## src/rtl/adc_spi_receiver.sv

```systemverilog
// adc_spi_receiver
//   Slave-side receiver for the ADC serial link. adc_spi_clock and adc_spi_data are
//   asynchronous to fpga_clock, so both are resynchronised before use. Frames carry
//   WORD_BITS bits, MSB first, with no chip select. A long gap with no SPI rising edge
//   re-aligns the receiver to the frame boundary. A partial frame ended by that gap is
//   reported on frame_error and its bits are discarded.
//
// Ports
//   fpga_clock    in   system clock; all logic runs on its rising edge
//   reset         in   synchronous, active-high
//   adc_spi_clock in   asynchronous serial clock; idles low
//   adc_spi_data  in   asynchronous serial data; sampled on the SPI rising edge
//   data_out      out  last complete word; held until the next complete word
//   data_valid    out  one-cycle pulse when data_out is updated
//   frame_error   out  one-cycle pulse when a partial frame is aborted by timeout
//   busy          out  high while a partial frame is being shifted in
//   frame_count   out  number of valid words received, modulo 256
module adc_spi_receiver #(
  parameter int unsigned WORD_BITS      = 16,
  parameter int unsigned SYNC_STAGES    = 2,
  parameter int unsigned TIMEOUT_CYCLES = 400
) (
  input  logic                 fpga_clock,
  input  logic                 reset,
  input  logic                 adc_spi_clock,
  input  logic                 adc_spi_data,
  output logic [WORD_BITS-1:0] data_out,
  output logic                 data_valid,
  output logic                 frame_error,
  output logic                 busy,
  output logic [7:0]           frame_count
);

  localparam int unsigned CntW = $clog2(TIMEOUT_CYCLES + 1);
  localparam int unsigned BitW = $clog2(WORD_BITS);
  localparam logic [CntW-1:0] TimeoutVal = CntW'(TIMEOUT_CYCLES);
  localparam logic [BitW-1:0] LastBit    = BitW'(WORD_BITS - 1);

  typedef enum logic {StIdle, StShift} state_e;

  logic [SYNC_STAGES-1:0] clk_sync_q;
  logic [SYNC_STAGES-1:0] data_sync_q;
  logic                   clk_hist_q;
  logic                   rise_q;
  logic                   bit_q;

  state_e                 state_q;
  logic [BitW-1:0]        bit_cnt_q;
  logic [WORD_BITS-1:0]   shift_q;
  logic [CntW-1:0]        idle_cnt_q;

  // Synchroniser chains plus a single sample stage. The sample stage registers the
  // rise strobe together with the data bit taken in the same cycle, so the two stay
  // aligned. It also sets the pin-to-valid latency at SYNC_STAGES+2 clocks.
  always_ff @(posedge fpga_clock) begin
    if (reset) begin
      clk_sync_q  <= '0;
      data_sync_q <= '0;
      clk_hist_q  <= 1'b0;
      rise_q      <= 1'b0;
      bit_q       <= 1'b0;
    end else begin
      clk_sync_q  <= {clk_sync_q[SYNC_STAGES-2:0], adc_spi_clock};
      data_sync_q <= {data_sync_q[SYNC_STAGES-2:0], adc_spi_data};
      clk_hist_q  <= clk_sync_q[SYNC_STAGES-1];
      rise_q      <= clk_sync_q[SYNC_STAGES-1] & ~clk_hist_q;
      bit_q       <= data_sync_q[SYNC_STAGES-1];
    end
  end

  // Frame FSM with registered outputs.
  always_ff @(posedge fpga_clock) begin
    if (reset) begin
      state_q     <= StIdle;
      bit_cnt_q   <= '0;
      shift_q     <= '0;
      idle_cnt_q  <= '0;
      data_out    <= '0;
      data_valid  <= 1'b0;
      frame_error <= 1'b0;
      frame_count <= 8'd0;
    end else begin
      data_valid  <= 1'b0;
      frame_error <= 1'b0;

      if (rise_q) begin
        idle_cnt_q <= '0;
      end else if (idle_cnt_q != TimeoutVal) begin
        idle_cnt_q <= idle_cnt_q + CntW'(1);
      end

      unique case (state_q)
        StIdle: begin
          if (rise_q) begin
            shift_q   <= {shift_q[WORD_BITS-2:0], bit_q};
            bit_cnt_q <= BitW'(1);
            state_q   <= StShift;
          end
        end
        StShift: begin
          if (rise_q) begin
            if (bit_cnt_q == LastBit) begin
              data_out    <= {shift_q[WORD_BITS-2:0], bit_q};
              data_valid  <= 1'b1;
              frame_count <= frame_count + 8'd1;
              bit_cnt_q   <= '0;
              state_q     <= StIdle;
            end else begin
              shift_q   <= {shift_q[WORD_BITS-2:0], bit_q};
              bit_cnt_q <= bit_cnt_q + BitW'(1);
            end
          end else if (idle_cnt_q == TimeoutVal) begin
            // A rise in the same cycle takes priority over the timeout (branch above).
            frame_error <= 1'b1;
            bit_cnt_q   <= '0;
            state_q     <= StIdle;
          end
        end
      endcase
    end
  end

  assign busy = (state_q == StShift);

endmodule

```

## config.mk

```make
export PLATFORM = sky130hd
export DESIGN_NAME = adc_spi_receiver
export DESIGN_NICKNAME = d
export VERILOG_FILES = /design/src/rtl/adc_spi_receiver.sv
export SDC_FILE = /design/constraint.sdc
export NUM_CORES = 1
export LEC_CHECK = 0
export CORE_ASPECT_RATIO = 0.8
export CORE_MARGIN = 5
export CORE_UTILIZATION = 50
export CTS_BUF_LIST = sky130_fd_sc_hd__clkbuf_8
export DETAILED_ROUTE_END_ITERATION = 10
export GPL_TIMING_DRIVEN = 0
export PLACE_DENSITY_LB_ADDON = 0.25
export SYNTH_ARGS = -nofsm -noshare
export SYNTH_HDL_FRONTEND = slang
export SYNTH_SLANG_ARGS = --single-unit
```

## constraint.sdc

```tcl
create_clock -name fpga_clock -period 2.35 [get_ports fpga_clock]
set_input_delay 0.47 -clock fpga_clock [delete_from_list [all_inputs] [get_ports fpga_clock]]
set_output_delay 0.47 -clock fpga_clock [all_outputs]
set_load 0.1 [all_outputs]
```

==> results of run 1 <==
[layout make-up]
class | count | area [sq um] | share of cell area
Timing Repair Buffer | 30 | 297 | 0.0965
Buffer | 17 | 82.6 | 0.0269
Multi-Input combinational cell | 188 | 1150 | 0.376
Tap cell | 62 | 77.6 | 0.0252
Sequential cell | 62 | 1240 | 0.404
Clock inverter | 5 | 50.0 | 0.0163
Inverter | 5 | 18.8 | 0.00611
Clock buffer | 11 | 151 | 0.0493
[cell usage after synthesis (2+ instances only)]
cell type / n / share of area
nand2_1: 23 / 0.035
and4bb_2: 2 / 0.010
mux2_2: 3 / 0.014
buf_4: 2 / 0.0060
inv_1: 4 / 0.0060
nor4_1: 5 / 0.013
xor2_1: 3 / 0.011
nor2b_1: 14 / 0.035
o21ai_0: 13 / 0.026
clkbuf_1: 5 / 0.0075
buf_2: 9 / 0.018
mux2_1: 2 / 0.0090
dfxtp_1: 62 / 0.50
nand4bb_1: 2 / 0.0090
or3_1: 5 / 0.013
a21oi_1: 30 / 0.060
ha_1: 4 / 0.020
nor2_1: 9 / 0.014
o21ai_1: 12 / 0.024
mux2i_1: 15 / 0.060
nor3_1: 3 / 0.0060
nand3_1: 27 / 0.054
[kinds of logic after synthesis]
family	share of synthesized area
compound gates	0.142
flops	0.497
xor+xnor	0.0105
buf+inv	0.0406
mux	0.0827
fa+ha+maj	0.0200
simple gates	0.207
[path summary, 6_finish.rpt]
kind / start / to / slack (ns)
setup reg to reg: bit_cnt_q[0]$_SDFFE_PP0P_ / frame_count[5]$_SDFFE_PP0P_ / 0.62
hold reg to reg: clk_hist_q$_SDFF_PP0_ / rise_q$_SDFF_PP0_ / 0.39
hold / removal: clk_hist_q$_SDFF_PP0_ / rise_q$_SDFF_PP0_ / 0.39
setup / recovery: data_out[0]$_SDFFE_PP0P_ / data_out[0] / 0.06
[state kept, by name, summed over array words and instances, names as in the netlist, 2 cells and up]
signal	count
shift_q	15
data_sync_q	2
bit_cnt_q	4
idle_cnt_q	9
data_out	16
clk_sync_q	2
frame_count	8
[worst reg2reg max path, delay by kind of cell (launching register included)]
family	cells	cell delay, ns
adders and majority gates	1	0.24
DFF	1	0.38
and+or+nand+nor	2	0.62
muxes	1	0.38
[per-stage QoR]
stage / hold slack, ns / util / instances / setup WS [ns] / area (sq um)
5_1_grt: 0.421 / 0.624 / 380 / 0.00388 / 3070
2_1_floorplan: 0.367 / - / 272 / 0.230 / 2500
3_3_place_gp: 0.372 / 0.584 / 364 / 0.136 / 2880
6_report: 0.394 / 0.624 / 380 / 0.0565 / 3070
4_1_cts: 0.398 / 0.623 / 380 / 0.0112 / 3070
3_5_place_dp: 0.382 / 0.584 / 364 / 0.114 / 2880
[timing repair]
item	4_1_cts	5_1_grt
gates resized for setup	7	2
setup endpoints to repair	7	2
gates cloned	0	0
[power breakdown]
group	switching (uW)	leakage, uW	internal [uW]
Clock	395	0.000108	538
Combinational	43.1	0.000533	24.5
Sequential	8.55	0.000501	1060
Total	446	0.00114	1620
[routing by layer]
| metal | vias to the layer above | GRT usage | part of all wire |
|---|---|---|---|
| li1 | 1054 | - | - |
| met1 | 983 | 0.254 | 0.48 |
| met2 | 51 | 0.283 | 0.45 |
| met3 | 7 | 0.0621 | 0.050 |
| met4 | 0 | 0.0793 | 0.018 |
| met5 | - | 0 | 0 |
==> impl_metrics.py, run 1 <==
metrics = {
    "pwr": {
        "p_leak_uw": 0.00114,
        "finalPower_uw": 2070,
        "ir_drop_mv": 0.478,
        "power_density_mw_per_mm2": 674,
    },
    "sta": {
        "hold_viol": 0,
        "max_freq_mhz": 436,
        "setup_viol": 0,
        "worst_pin_slew_ns": 0.987,
        "slew_headroom": 0.340,
        "fin_crit_sh": 0.976,
        "slew_viol_final": 0,
        "fin_skew_ns": 0.00806,
        "rsz0062_at_grt": "no",
        "layout_min_cycle_time_ns": 2.29,
        "finalSetupTns_ns": 0,
    },
    "finish": {
        "final_cell_mix": "dfxtp_1, a21oi_1, nand3_1, nand2_1, clkdlybuf4s50_1",
        "layout-drive-gt1-share": 0.104,
        "synthToLayoutAreaGrowth_pct": 23.0,
        "n_antenna_cell": 0,
        "final_nets": 321,
        "final_common_cell": "dfxtp_1",
        "fill_cells": 453,
    },
    "floorplanning": {
        "row_count": 23,
        "initial_utilization": 0.508,
        "io_pins": 31,
        "dieHeight_um": 73.2,
        "die_x_um": 89.0,
        "dieArea_sq_mm": 0.00652,
        "core_sq_mm": 0.00492,
    },
    "setup_path": {
        "critPathCaptureType": "output port",
        "path_class": "register to output port",
        "required_ns": 1.88,
        "arrival_ns": 1.82,
        "crit_path_max_fanout": 2,
        "critPathLaunchType": "register",
        "cp_num_cells": 1,
        "reg2reg_depth": 4,
        "crit_slowest_cell": "clkdlybuf4s50_1",
        "worst_path_largest_cell_delay_ns": 1.14,
        "path_delay_family": "buffers and inverters",
        "crit_chain": "clkdlybuf4s50_1",
        "crit_buf_inv": 1,
    },
    "route": {
        "num_vias": 2095,
        "drtPass1Iterations": 4,
        "drcViolationCount": 0,
        "wl_per_cell_um": 14.4,
        "wl_um": 5490,
        "vias_per_cell": 5.51,
        "final_antenna_net_count": 0,
        "initialDrtViolationCount": 150,
    },
    "run_status": {
        "status": "finished clean",
    },
    "yosys": {
        "yosys_warnings": 0,
        "async_flop_share": 0,
        "synth.distinct_cells": 40,
        "synthCells": 272,
        "ys_seq_area_frac": 0.497,
        "post_synth.cell_area_avg_sq_um": 9.18,
        "syn_nets": 280,
        "syn_area_sq_mm": 0.00250,
        "synth_ff_type": "dfxtp_1",
        "synth_edf_count": 0,
        "synth_seq_cells": 62,
    },
    "clock_tree": {
        "cts_num_sinks": 62,
        "holdBufCountCts": 0,
        "htree_levels": 3,
        "numCtsBuffers": 9,
        "clk_latency_ns": 0.34,
        "clockBufferDepth": 2,
        "clkSlewWorstSetupHoldPaths_ns": 0.06,
        "cts_tree": "yes",
        "postCtsSetupRepairBufs": 0,
        "root_buffer": "clkbuf_8",
    },
    "global_routing": {
        "grt_max_degree": 11,
        "antenna_found_initial": 0,
        "grt_pass1_vias": 1993,
        "grt_overflow": 0,
        "track_usage": 0.190,
        "grt_pass1_wl_um": 9440,
    },
    "placed_design": {
        "hpwl_um": 3660,
        "numPortBuffers": 30,
        "gp_congestion": 0.807,
    },
    "job": {
        "cap_violations": 0,
    },
    "hold_path": {
        "holdPathStages": 1,
        "worstHoldPathType": "register to register",
    },
}
(Power assumes the default switching activity.)
==> inputs of run 2 (changes only) <==
--- a/config.mk
+++ b/config.mk
@@ -9,6 +9,7 @@
 export CORE_MARGIN = 5
 export CORE_UTILIZATION = 50
 export CTS_BUF_LIST = sky130_fd_sc_hd__clkbuf_8
+export CTS_CLUSTER_SIZE = 28
 export DETAILED_ROUTE_END_ITERATION = 10
 export GPL_TIMING_DRIVEN = 0
 export PLACE_DENSITY_LB_ADDON = 0.25
==> results of run 2 <==
The final DEF is identical to that of run 1; final timing and power are the same.
==> variant 1 (settings of run 2) <==
Change the parameter `TIMEOUT_CYCLES` from 400 to 100.
--- a/src/rtl/adc_spi_receiver.sv
+++ b/src/rtl/adc_spi_receiver.sv
@@ -18,7 +18,7 @@
 module adc_spi_receiver #(
   parameter int unsigned WORD_BITS      = 16,
   parameter int unsigned SYNC_STAGES    = 2,
-  parameter int unsigned TIMEOUT_CYCLES = 400
+  parameter int unsigned TIMEOUT_CYCLES = 100
 ) (
   input  logic                 fpga_clock,
   input  logic                 reset,
Formal check against the unedited RTL: no difference found for any inputs over 10 cycles, from zero or initial values and one cycle with reset high; that may be too few to reach the edited logic, so the function may still have changed.
==> variant 1 against run 2 <==
First-iteration DRC count shrank 23%. Area after synthesis shrank 4.1%. Design area shrank 2.7%. Sequential cell count shrank 2. Non-clock buffer count grew 1. Clock skew shrank 0.0012 ns. Register-to-register slack lost 0.05 ns. Largest cell class unchanged. Wire length shrank 1.4%. Fmax grew 0.15%. Die area shrank 3.6%. Critical path type unchanged. Setup slack gained 0.0034 ns. Power grew 1.3%.
==> variant 1: results (changes against run 2) <==
{
  "grtUsageMet2": {"value": 0.278, "change": "-0.00577"},
  "cts_made_buffers": {"value": 9, "change": "unchanged"},
  "grt_use_met3": {"value": 0.0817, "change": "+0.0196"},
  "routed_wirelength": {"value": 5.41, "unit": "mm", "change": "-1.4%"},
  "power.static_leakage": {"value": 1.13, "unit": "nW", "change": "-1.2%"},
  "fraction_of_final_layout_cells_with_drive_strength_greater_than_1": {"value": 0.105, "change": "+0.00114"},
  "grt_pass1_wl": {"value": 9.20, "unit": "mm", "change": "-2.5%"},
  "synthesis.nets": {"value": 267, "change": "-4.6%"},
  "yosysSeqAreaShare": {"value": 0.502, "change": "+0.00457"},
  "postSynthAreaPerCell": {"value": 9.25, "unit": "sq um", "change": "+0.70%"},
  "number_of_instances_in_the_placed_design": {"value": 349, "change": "-4.1%"},
  "drt_first_iter_violations": {"value": 115, "change": "-23%"},
  "final.setup_skew": {"value": 0.00688, "unit": "ns", "change": "-0.00118 ns"},
  "instances_no_fill": {"value": 365, "change": "-3.9%"},
  "post_detailed_route_via_to_cell_ratio": {"value": 5.53, "change": "+0.33%"},
  "globalRouteMet1Util": {"value": 0.248, "change": "-0.00631"},
  "vias_in_the_first_global_route": {"value": 1916, "change": "-3.9%"},
  "outcome": {"value": "completed"},
  "max_slew.worst_pin.slew": {"value": 0.998, "unit": "ns", "change": "+0.0114 ns"},
  "yosys-top-cells-area": {"value": "dfxtp_1, mux2i_1, a21oi_1"},
  "gp_congestion": {"value": 0.783, "change": "-2.9%"},
  "async_flop_share": {"value": 0, "change": "unchanged"},
  "netlist-cell-type-count": {"value": 38, "change": "-5.0%"},
  "irDropWorstVdd": {"value": 0.518, "unit": "mV", "change": "+8.5%"},
  "yosys-top-cells-count": {"value": "dfxtp_1, a21oi_1, nand2_1"},
  "dp_hpwl": {"value": 3.69, "unit": "mm", "change": "+0.58%"},
  "largestRegisters": {"value": "data_out: 16 flops, shift_q: 15 flops, frame_count: 8 flops"}
}
## variant 1: changes by cell type in the layout (fill, tap and decap cells not counted), sizes merged, moves of 3 or more
cell,run 2,this run
inv,7,4
nor4,5,2
nor2,9,6
nor2b,14,10
nand3,28,23
a21oi,30,26
buf,12,8
o21ai,25,22
clkbuf,16,23
nand2,23,27
## variant 1: worst paths after layout
kind / from / end / slack, ns / cells after the start
max: data_out[12] / data_out[12] / 0.06 / 1
min: clk_hist_q / rise_q / 0.38 / 1
max reg2reg: bit_cnt_q[0] / shift_q[12] / 0.57 / 7
min reg2reg: clk_hist_q / rise_q / 0.38 / 1
## variant 1: per-stage QoR
stage | instance area (sq um) | power [mW] | setup WS [ns]
detailed placement | 2770 | 1.12 | 0.175
finish | 2990 | 2.10 | 0.0599
global placement | 2770 | 1.12 | 0.193
CTS | 2980 | 2.12 | 0.00866
floorplan | 2390 | 1.10 | 0.252
global route | 2990 | 2.18 | 0.000741
## variant 1: final cells by class
| class | count | area (sq um) | share of cell area |
|---|---|---|---|
| clock buffer | 13 | 179 | 0.0598 |
| inverter | 4 | 15.0 | 0.00502 |
| tap | 60 | 75.1 | 0.0251 |
| timing repair buffer | 30 | 299 | 0.100 |
| buffer | 18 | 98.8 | 0.0331 |
| sequential | 60 | 1200 | 0.402 |
| multi-input combinational | 177 | 1080 | 0.361 |
| clock inverter | 3 | 42.5 | 0.0142 |
## variant 1: power by group
part           leakage (nW)  internal, mW  switching (mW)
logic                 0.532        0.0241          0.0412
clock network         0.112         0.603           0.393
registers             0.485          1.03         0.00896
total                  1.13          1.65           0.443
## variant 1: timing repair
item,CTS,global route
setup endpoints to repair,7,3
gates resized for setup,7,3
cloned,0,0
## variant 1: cell families (layout without fill, tap and decap cells)
kind of cell    count (synthesis)  after routing  synth area share
flops                          60             60             0.502
fa+ha+maj                       4              4            0.0209
buf+inv                        22             68            0.0475
simple gates                   91             91             0.197
mux                            18             18            0.0768
compound gates                 60             60             0.142
xor+xnor                        4              4            0.0146
## variant 1: layer usage
| layer | routed length [microns] | vias to the layer above |
|---|---|---|
| li1 | - | 1005 |
| met1 | 2540 | 946 |
| met2 | 2360 | 63 |
| met5 | 0 | - |
| met4 | 49 | 0 |
| met3 | 457 | 5 |
==> variant 2 (config.mk and constraints of run 2) <==
Made on the original files. Add an input register stage for `adc_spi_data`, with the module's reset; this delays it by one clock.
--- a/src/rtl/adc_spi_receiver.sv
+++ b/src/rtl/adc_spi_receiver.sv
@@ -38,6 +38,16 @@
 
   typedef enum logic {StIdle, StShift} state_e;
 
+  logic adc_spi_data_q;
+
+  always_ff @(posedge fpga_clock) begin
+    if (reset) begin
+      adc_spi_data_q <= '0;
+    end else begin
+      adc_spi_data_q <= adc_spi_data;
+    end
+  end
+
   logic [SYNC_STAGES-1:0] clk_sync_q;
   logic [SYNC_STAGES-1:0] data_sync_q;
   logic                   clk_hist_q;
@@ -61,7 +71,7 @@
       bit_q       <= 1'b0;
     end else begin
       clk_sync_q  <= {clk_sync_q[SYNC_STAGES-2:0], adc_spi_clock};
-      data_sync_q <= {data_sync_q[SYNC_STAGES-2:0], adc_spi_data};
+      data_sync_q <= {data_sync_q[SYNC_STAGES-2:0], adc_spi_data_q};
       clk_hist_q  <= clk_sync_q[SYNC_STAGES-1];
       rise_q      <= clk_sync_q[SYNC_STAGES-1] & ~clk_hist_q;
       bit_q       <= data_sync_q[SYNC_STAGES-1];
Function: same outputs for any inputs over 10 cycles, from zero or initial values and one cycle with reset high; that may be too few to reach the edited logic, so the function may still have changed.
==> variant 2 against run 2 <==
Sequential cell count up 1. Power up 7.4%. Largest power group unchanged. Area after synthesis up 0.20%. Critical path depth unchanged. Largest cell class unchanged. Setup slack better by 0.00051 ns. Design area up 1.1%. Wire length up 0.27%. Register-to-register slack worse by 0.13 ns. Critical path type unchanged.
==> variant 2: results (changes against run 2) <==
{
  "timing.rr.start": {"value": "bit_cnt_q[0]"},
  "post_detailed_route_via_to_cell_ratio": {"value": 5.63, "change": "+2.1%"},
  "synthesis.nets": {"value": 282, "change": "+0.71%"},
  "final.setup_skew": {"value": 0.0106, "unit": "ns", "change": "+0.00249 ns"},
  "power.static_leakage": {"value": 1.10, "unit": "nW", "change": "-3.3%"},
  "total_nets_final": {"value": 323, "change": "+0.62%"},
  "route.detailed.wl_per_inst": {"value": 14.4, "unit": "microns", "change": "about the same"},
  "count_of_port_buffers_added_during_placement": {"value": 30, "change": "unchanged"},
  "detail_route.first_pass.iterations": {"value": 4, "change": "unchanged"},
  "irDropWorstVdd": {"value": 0.511, "unit": "mV", "change": "+7.0%"},
  "worst-r2r-setup-slack": {"value": 0.49, "unit": "ns", "change": "-0.13 ns"},
  "outcome": {"value": "completed"},
  "netlist-cell-type-count": {"value": 39, "change": "-2.5%"},
  "layout_worst_path_cycle_share": {"value": 0.976, "change": "about the same"},
  "yosys-top-cells-count": {"value": "dfxtp_1, a21oi_1, nand3_1"},
  "gp_congestion": {"value": 0.856, "change": "+6.1%"},
  "yosysSeqAreaShare": {"value": 0.504, "change": "+0.00701"},
  "nFillCells": {"value": 432, "change": "-4.6%"},
  "cell_internal_pwr": {"value": 1.78, "unit": "mW", "change": "+9.6%"},
  "timing.reg2reg.worst_path_depth": {"value": 6, "change": "+2"},
  "vias_in_the_first_global_route": {"value": 2099, "change": "+5.3%"},
  "globalRouteTotalUtil": {"value": 0.190, "change": "about the same"},
  "critical_path.top_delay_family": {"value": "buffers and inverters"},
  "initial_antenna_violation_count": {"value": 0, "change": "unchanged"},
  "largestRegisters": {"value": "data_out: 16 flops, shift_q: 15 flops, idle_cnt_q: 9 flops"},
  "r2r-end": {"value": "data_out[1]"},
  "drt_first_iter_violations": {"value": 195, "change": "+30%"},
  "hold_start": {"value": "clk_hist_q"},
  "grt_pass1_wl": {"value": 9.58, "unit": "mm", "change": "+1.5%"},
  "dp_hpwl": {"value": 3.74, "unit": "mm", "change": "+2.0%"},
  "fraction_of_final_layout_cells_with_drive_strength_greater_than_1": {"value": 0.0752, "change": "-0.0285"},
  "clock_edge_transition_at_the_registers_on_the_reported_setup_and_hold_paths": {"value": 0.06, "unit": "ns", "change": "about the same"},
  "yosys-top-cells-area": {"value": "dfxtp_1, a21oi_1, mux2i_1"},
  "relSlewSlack": {"value": 0.350, "change": "+0.00973"}
}
-- variant 2: cell types whose count changed after synthesis, sizes merged, moves of 4 or more --
| cell | run 2 | this run |
|---|---|---|
| a21oi | 30 | 34 |
| buf | 12 | 8 |
| o31ai | 1 | 5 |
| clkbuf | 5 | 10 |
| nor2 | 9 | 5 |
| nor2b | 14 | 10 |
| mux2 | 5 | 1 |
-- variant 2: kinds of logic (layout without fill, tap and decap cells) --
kind of cell / count (synthesis) / in the layout / share of synthesized area
and+or+nand+nor: 93 / 93 / 0.203
AOI/OAI and AO/OA: 72 / 72 / 0.159
DFF: 63 / 63 / 0.504
buffers and inverters: 24 / 69 / 0.0430
muxes: 16 / 16 / 0.0645
adders and majority gates: 4 / 4 / 0.0200
xor gates and xnor gates: 2 / 2 / 0.00700
-- variant 2: power groups by stage --
| stage | registers, mW | clock network [mW] | logic [mW] |
|---|---|---|---|
| 2_1_floorplan | 1.11 | 0 | 0.0429 |
| 3_3_place_gp | 1.11 | 0 | 0.0657 |
| 3_5_place_dp | 1.11 | 0 | 0.0675 |
| 4_1_cts | 1.09 | 1.09 | 0.0673 |
| 5_1_grt | 1.09 | 1.14 | 0.0756 |
| 6_report | 1.09 | 1.07 | 0.0668 |
-- variant 2: routing by layer --
layer  GRT usage  vias to the layer above  wire, microns
met5           0                        -              0
met3      0.0706                        5            342
met4      0.0678                        0             69
li1            -                     1067              -
met1       0.253                     1014           2590
met2       0.285                       59           2500
-- variant 2: worst max-delay path by stage --
stage	from	to	slack [ns]	cells after the start
after floorplan	busy	shift_q[10]	0.30	5
after global placement	reset	data_valid	0.15	4
after detailed placement	reset	data_valid	0.11	4
after CTS	frame_count[6]	frame_count[6]	0.004	1
after global routing	data_out[15]	data_out[15]	0.01	1
final	data_out[11]	data_out[11]	0.06	1
-- variant 2: stage by stage --
step | hold slack (ns) | area [sq um] | util | instances | worst slack, ns
floorplan | 0.367 | 2500 | - | 274 | 0.296
global placement | 0.373 | 2880 | 0.585 | 366 | 0.146
detailed placement | 0.382 | 2880 | 0.585 | 366 | 0.108
CTS | 0.392 | 3100 | 0.630 | 381 | 0.00359
global route | 0.403 | 3110 | 0.631 | 381 | 0.00996
finish | 0.388 | 3110 | 0.631 | 381 | 0.0570
-- variant 2: cell type report --
type	count	share of cell area
Buffer	18	0.0274
Sequential cell	63	0.406
Clock buffer	12	0.0532
Inverter	6	0.00725
Clock inverter	3	0.0209
Tap cell	62	0.0250
Multi-Input combinational cell	187	0.365
Timing Repair Buffer	30	0.0954
-- variant 2: timing repair --
item | 4_1_cts | 5_1_grt
gates resized for setup | 7 | 2
endpoints found under the hold margin | 0 | 0
setup endpoints to repair | 7 | 2
